File: config.mk
export PLATFORM = sky130hd
export DESIGN_NAME = dcm_prog_ctrl
export DESIGN_NICKNAME = d
export VERILOG_FILES = /design/src/rtl/dcm_prog_ctrl.sv
export SDC_FILE = /design/constraint.sdc
export NUM_CORES = 1
export LEC_CHECK = 0
export BUFFER_PORTS_ARGS = -buffer_cell sky130_fd_sc_hd__buf_2
export CAP_MARGIN = 20
export CORE_MARGIN = 4
export CORE_UTILIZATION = 45
export CTS_CLUSTER_SIZE = 14
export DETAILED_ROUTE_END_ITERATION = 12
export PLACE_DENSITY = 0.67
export SYNTH_ARGS = -nofsm -noshare
export SYNTH_HDL_FRONTEND = slang
export SYNTH_SLANG_ARGS = --single-unit
File: constraint.sdc
create_clock -name clk -period 2.9 [get_ports clk]
set_input_delay 0.725 -clock clk [delete_from_list [all_inputs] [get_ports clk]]
set_output_delay 0.725 -clock clk [all_outputs]
set_load 0.02 [all_outputs]
File: src/rtl/dcm_prog_ctrl.sv
// DCM slow-clock program controller: turns inc/dec/set requests into dcm
// update pulses, waits for the dcm to confirm, retries on timeout, flags error.
module dcm_prog_ctrl #(
  parameter int unsigned TIMEOUT   = 1024,
  parameter int unsigned MAX_RETRY = 2
) (
  input  logic       clk,
  input  logic       rst,
  input  logic       inc,
  input  logic       dec,
  input  logic       set_req,
  input  logic [2:0] set_val,
  input  logic       clr_err,
  input  logic [2:0] prog_fb,
  output logic       update,
  output logic [2:0] prog_sel,
  output logic [2:0] cur_prog,
  output logic       busy,
  output logic       done,
  output logic       err
);

  localparam int unsigned TMR_W   = 16;
  localparam int unsigned PROG_W  = 3;
  localparam int unsigned RETRY_W = 3;
  localparam logic [TMR_W-1:0]   TMR_LAST  = TMR_W'(TIMEOUT - 1);
  localparam logic [RETRY_W-1:0] RETRY_MAX = RETRY_W'(MAX_RETRY);
  localparam logic [PROG_W-1:0]  PROG_TOP  = PROG_W'(7);
  localparam logic [PROG_W-1:0]  PROG_BOT  = PROG_W'(0);

  typedef enum logic [1:0] {S_IDLE, S_ISSUE, S_WAIT, S_ERR} state_t;

  state_t              state_q, state_n;
  logic                inc_q, dec_q, set_q;
  logic [PROG_W-1:0]   tgt_n, cur_n;
  logic [TMR_W-1:0]    timer_q, timer_n;
  logic [RETRY_W-1:0]  retry_q, retry_n;
  logic                update_n, done_n, busy_n, err_n;
  logic                req_hit;
  logic [PROG_W-1:0]   req_tgt;

  wire inc_rise = inc & ~inc_q;
  wire dec_rise = dec & ~dec_q;
  wire set_rise = set_req & ~set_q;

  // Edge history registers track input levels even in reset, so a level held
  // through reset release is not seen as a new request.
  always_ff @(posedge clk) begin
    inc_q <= inc;
    dec_q <= dec;
    set_q <= set_req;
  end

  // Request decode with set > inc > dec priority and saturation at 0/7.
  always_comb begin
    req_hit = 1'b0;
    req_tgt = cur_prog;
    if (set_rise) begin
      req_hit = 1'b1;
      req_tgt = set_val;
    end else if (inc_rise) begin
      req_hit = 1'b1;
      req_tgt = (cur_prog == PROG_TOP) ? cur_prog : cur_prog + PROG_W'(1);
    end else if (dec_rise) begin
      req_hit = 1'b1;
      req_tgt = (cur_prog == PROG_BOT) ? cur_prog : cur_prog - PROG_W'(1);
    end
  end

  // Next-state and next-output logic.
  always_comb begin
    state_n = state_q;
    tgt_n   = prog_sel;
    cur_n   = cur_prog;
    timer_n = timer_q;
    retry_n = retry_q;
    done_n  = 1'b0;
    unique case (state_q)
      S_IDLE: begin
        if (req_hit && (req_tgt != cur_prog)) begin
          state_n = S_ISSUE;
          tgt_n   = req_tgt;
          retry_n = '0;
        end
      end
      S_ISSUE: begin
        timer_n = '0;
        state_n = S_WAIT;
      end
      S_WAIT: begin
        timer_n = timer_q + TMR_W'(1);
        if (prog_fb == prog_sel) begin
          state_n = S_IDLE;
          cur_n   = prog_sel;
          done_n  = 1'b1;
        end else if (timer_q == TMR_LAST) begin
          if (retry_q < RETRY_MAX) begin
            retry_n = retry_q + RETRY_W'(1);
            state_n = S_ISSUE;
          end else begin
            state_n = S_ERR;
          end
        end
      end
      S_ERR: begin
        if (clr_err) state_n = S_IDLE;
      end
      default: state_n = S_IDLE;
    endcase
    update_n = (state_n == S_ISSUE);
    busy_n   = (state_n != S_IDLE);
    err_n    = (state_n == S_ERR);
  end

  // State and registered outputs.
  always_ff @(posedge clk) begin
    if (!rst) begin
      state_q  <= S_IDLE;
      prog_sel <= '0;
      cur_prog <= '0;
      timer_q  <= '0;
      retry_q  <= '0;
      update   <= 1'b0;
      done     <= 1'b0;
      busy     <= 1'b0;
      err      <= 1'b0;
    end else begin
      state_q  <= state_n;
      prog_sel <= tgt_n;
      cur_prog <= cur_n;
      timer_q  <= timer_n;
      retry_q  <= retry_n;
      update   <= update_n;
      done     <= done_n;
      busy     <= busy_n;
      err      <= err_n;
    end
  end

endmodule

# --- Word level (Yosys, flattened, before mapping) ---
# Cells that the tools add are included.
# Widths: inputs -> output; s select.
word_totals:
  in_bits: 12
  wordCells: 67
  output_inout_bits: 10
  regBits: 34
op_classes:
  reduce_logical: 10
  muxes: 21
  add_sub_neg: 4
  n_lt_le_gt_ge: 1
  n_eq_ne: 13
  bitwise: 6
op_table:
  columns: ["operator", "count"]
  rows:
  - ["$pmux 16 s2", 1]
  - ["$mux 3", 9]
  - ["$add 16x1->16 const B", 1]
  - ["$eq 16x10->1 const B", 1]
  - ["$mux 2", 5]
  - ["$ne 2x2->1 const B", 4]
  - ["$pmux 2 s4", 1]
  - ["$add 3x1->3 const B", 2]
  - ["$eq 2x2->1 const B", 3]
  - ["$pmux 3 s2", 1]
  - ["$reduce_and 2->1", 3]
  - ["$reduce_bool 2->1", 3]
  - ["$reduce_and 5->1", 1]
  - ["$eq 2x1->1 const B", 2]
  - ["$mux 1", 4]
  - ["$and 1x1->1", 3]
  - ["$eq 3x3->1", 1]
  - ["$eq 3x3->1 const B", 1]
  - ["$logic_not 3->1", 1]
  - ["$lt 3x2->1 const B", 1]
  - ["$ne 3x3->1", 1]
  - ["$not 1->1", 3]
  - ["$sub 3x1->3 const B", 1]
  - ["$logic_not 2->1", 1]
  - ["$logic_and 1x1->1", 1]

# --- Longest topological paths before layout ---
logic_depth:
  word_depth: 10
  depth_mapped: 9
  ltp_nobuf: 8

# --- Least setup slack after synthesis ---
# OpenSTA, ideal clock, no wires.
synth_path:
  path_kind: "flip-flop to flip-flop"
  from: "register cur_prog[1]"
  to: "register retry_q[0]"
  t_arrival_ns: 2.192
  path_slack_ns: 0.637
  t_required_ns: 2.828
  stages_incl_launch_ff: 9
  setup_time_ns: 0.072
  path_buffers: 0
  cell_sequence: "dfxtp_1 -> inv_1 -> ha_1 -> nor2b_2 -> or3_4 -> o21a_4 -> o32a_4 -> a22oi_4 -> mux2i_1"
synth_between:
  elab_chain_len: 9
synth_lines:
  columns: ["item", "line_no", "rtl"]
  rows:
  - ["from (decl)", "17", "output logic [2:0] cur_prog,"]
  - ["from (signal assigned)", "130", "cur_prog <= cur_n;"]
  - ["$sub 3x1->3 or $logic_not 3->1 (tied branches)", "66", "req_tgt = (cur_prog == PROG_BOT) ? cur_prog : cur_prog - PROG_W'(1);"]
  - ["$mux 3", "66", null]
  - ["$mux 3", "64", "end else if (dec_rise) begin"]
  - ["$mux 3", "61", "end else if (inc_rise) begin"]
  - ["$mux 3", "58", "if (set_rise) begin"]
  - ["$ne 3x3->1 *", "80", "if (req_hit && (req_tgt != cur_prog)) begin"]
  - ["$logic_and 1x1->1 *", "80", null]
  - ["$ne 2x2->1 (no line) *", null, null]
  - ["$reduce_and 5->1 (no line) *", null, null]
  - ["to (signal assigned)", "132", "retry_q <= retry_n;"]
  - ["to (decl)", "37", "logic [RETRY_W-1:0] retry_q, retry_n;"]
# Every way passes the cells marked *; elsewhere a longest branch is shown, timed or not.
# A chain may end at the register's enable or synchronous reset.

# --- Final worst setup path ---
# Same ends and word-level chain as after synthesis.

==> results.md <==
- ANT cells: 0
- CP max FO: 8
- Layout Utilization: 53.7%
- Syn avg cell area: 9.29 µm²
- Initial antenna violation count: 0
- Synth Flop Type: dfxtp_1
- Post-synthesis mux area share: 5.16%
- Adder-Cell Fraction of Synth Area: 5.80%
- Clock tree from TritonCTS: yes
- Setup TNS: 0 ns
- Layout filler cell count: 377
- Arr. time, crit path: 2.59 ns
- DRT Pass-1 Iters: 4
- Met2 usage: 25.3%
- Clock-pin slew on the worst setup and hold paths: 0.07 ns
- Setup Fix Bufs, Post-CTS: 0
- H-tree Lvls: 2
- Vias in the first global route: 1465
- Status: completed
- Critical path endpoint: retry_q[0]
- Post-synthesis sequential area ratio: 35.1%
- WP data required: 3.11 ns
- Slew @ Worst Pin: 0.506 ns
- Clock buffer depth: 2
- Synth top area share: 35.1%
- Synth Area in Simple Gates: 27.9%
- Fin Clk Skew: 0.00704 ns
- Die H: 73.7 µm
- Hold Crit Class: flip-flop to flip-flop
- Final critical-path share of the clock period: 81.8%
- Setup slack after layout: 0.527 ns
- Slew headroom: 66.1%
- Pwr/cell area: 479 nW/µm²
- Fmax: 421 MHz
- Post-Syn Area: 1940 µm²
- Dpl cells: 278
- Min Tclk post-route: 2.37 ns
- IO buf count: 21
- Async S/R FF share, synth: 0%
- Syn Inst Count: 209
- Drt wl/cell: 13.8 µm
- CP Launch Type: flip-flop
- Critical Path Start: cur_prog[1]
- Overflow after GRT: 0
- First-pass GRT wire length: 6.70 mm
- VDD IR max: 0.000383 V
- R2r setup slk: 0.53 ns
- Met1 Usage GRT: 21.0%
- RSZ-0062 raised after global routing: no
- Top post-synthesis cells by area: dfxtp_1 35%, xor2_1 5.9%, ha_1 5.8%
- FF+latch count, synth: 34
- Via density per instance: 5.33
- Initial Utilization: 47.5%
- Setup CP Type: flip-flop to flip-flop
- # Max-Cap Violations: 0
- Synth top cells by count: 34 x dfxtp_1, 27 x nor2_1, 16 x nand2_1
- Largest family of logic cells by synthesized area: simple AND/OR/NAND/NOR gates
- Area leader, netlist: dfxtp_1
- Die area: 5430 µm²
- Post-CTS sizing: 0
- Pre-CTS WS: 0.555 ns
- Static Leak: 0.899 nW
- HPWL Detailed: 2.97 mm
- # IOs: 22
- FF-to-FF Start: cur_prog[1]
- Grt peak-use layer: met2
- Iteration-0 DRC Markers: 132
- Synth Area in XOR/XNOR: 8.12%
- Core Region: 4090 µm²
- Syn_nets: 230
- Design Area, Final: 2190 µm²
- Hold Violations, Final: 0
- Layout cells sized above 1: 21.2%
- CTS root buf: clkbuf_8
- Nets: 256
- Syn. warnings: 0
- Met3 Usage GRT: 3.83%
- Endpoints failing setup: 0
- RD Place Congestion: 0.802
- Finished Layout Cells: 286
- Syn-to-layout area delta: 13.1%
- Clock sink total: 34
- Drt drc: 0
- CTS Buf Count: 5
- Dpl cell area: 2100 µm²
- R2R depth: 7
- Synth Area in Compound Gates: 15.5%
- Total track usage: 16.0%
- Routed Antenna Nets: 0
- Routed WL: 3.95 mm
- Cts hold-fix bufs: 0
- Slew Limit Fails: 0
- Number of synthesized flops with an enable pin: 0
- Die span in x: 73.7 µm
- Count leader, synth: dfxtp_1
- Endpoint class of the critical path: flip-flop
- Largest net degree at the start of global routing: 17
- Clk_lat worst skew: 0.28 ns
- Synth cell types: 56
- Endpoint of the worst register-to-register path: retry_q[0]
- DR vias: 1525
- # rows: 23
## metal layers
| metal | routed length, µm | vias to the layer above |
|---|---|---|
| li1 | - | 794 |
| met3 | 231 | 5 |
| met5 | 0 | - |
| met1 | 1820 | 692 |
| met4 | 36 | 0 |
| met2 | 1860 | 34 |
## worst min-delay path by stage
stage	start	endpoint	slack (ns)	cells past startpoint
3_5_place_dp	retry_q[0]	retry_q[0]	0.48	2
4_1_cts	retry_q[0]	retry_q[0]	0.49	2
6_report	retry_q[0]	retry_q[0]	0.49	2
3_3_place_gp	retry_q[0]	retry_q[0]	0.46	2
5_1_grt	retry_q[0]	retry_q[0]	0.52	2
2_1_floorplan	retry_q[0]	retry_q[0]	0.45	2
## cells in the final DEF (no fill, tap or decap), types with 2 or more instances in the layout
| master | instances |
|---|---|
| buf_2 | 21 |
| ha_1 | 9 |
| dfxtp_1 | 34 |
| inv_1 | 8 |
| nor2b_1 | 3 |
| nor2_1 | 27 |
| o21ai_0 | 7 |
| a21boi_1 | 2 |
| and3_2 | 2 |
| clkbuf_8 | 6 |
| mux2i_1 | 10 |
| or3_4 | 2 |
| nand3b_1 | 2 |
| nand2b_1 | 3 |
| xor2_1 | 13 |
| and4_4 | 2 |
| a21o_1 | 2 |
| a31oi_1 | 2 |
| nor3_1 | 5 |
| and3_1 | 3 |
| a21oi_1 | 5 |
| nand2_1 | 16 |
| nand3_1 | 6 |
| xnor2_1 | 5 |
| nor3_2 | 2 |
| nand4_1 | 6 |
## critical path, stage by stage, from the launching register on
cell,delay [ns]
dfxtp_1,0.53
inv_1,0.12
ha_1,0.34
nor4_2,0.38
nor3_2,0.13
o32a_4,0.40
a22oi_4,0.20
mux2i_1,0.20
## state kept, by name, indices dropped and copies added, names as in the netlist, 2 cells and up
register,cells
cur_prog,3
prog_sel,3
retry_q,3
state_q,2
timer_q,16
## kinds of logic after synthesis
family          after synthesis
buf+inv                      12
compound gates               34
fa+ha+maj                     9
simple gates                 92
flops                        34
xor+xnor                     18
mux                          10
## stage by stage
step | power, W | hold WS, ns
final | 0.00105 | 0.490
after global routing | 0.00110 | 0.515
after CTS | 0.00106 | 0.489
after detailed placement | 0.000699 | 0.479
after global placement | 0.000697 | 0.463
after floorplan | 0.000651 | 0.447
## power breakdown
group	leakage [nW]	internal, W	switching (W)	total (W)
combinational	0.574	0.0000799	0.000112	0.000192
clock	0.0482	0.000192	0.000171	0.000363
sequential	0.276	0.000484	0.0000132	0.000497
## final cells by class
type,count,area (µm²),share of cell area (%)
tap,50,62.6,2.85
inverter,9,33.8,1.54
clock buffer,7,86.3,3.93
multi-input combinational,163,1210,55.3
sequential,34,681,31.0
clock inverter,1,5.00,0.228
timing repair buffer,22,113,5.13
Note: power is estimated with default switching activity, not from simulation.
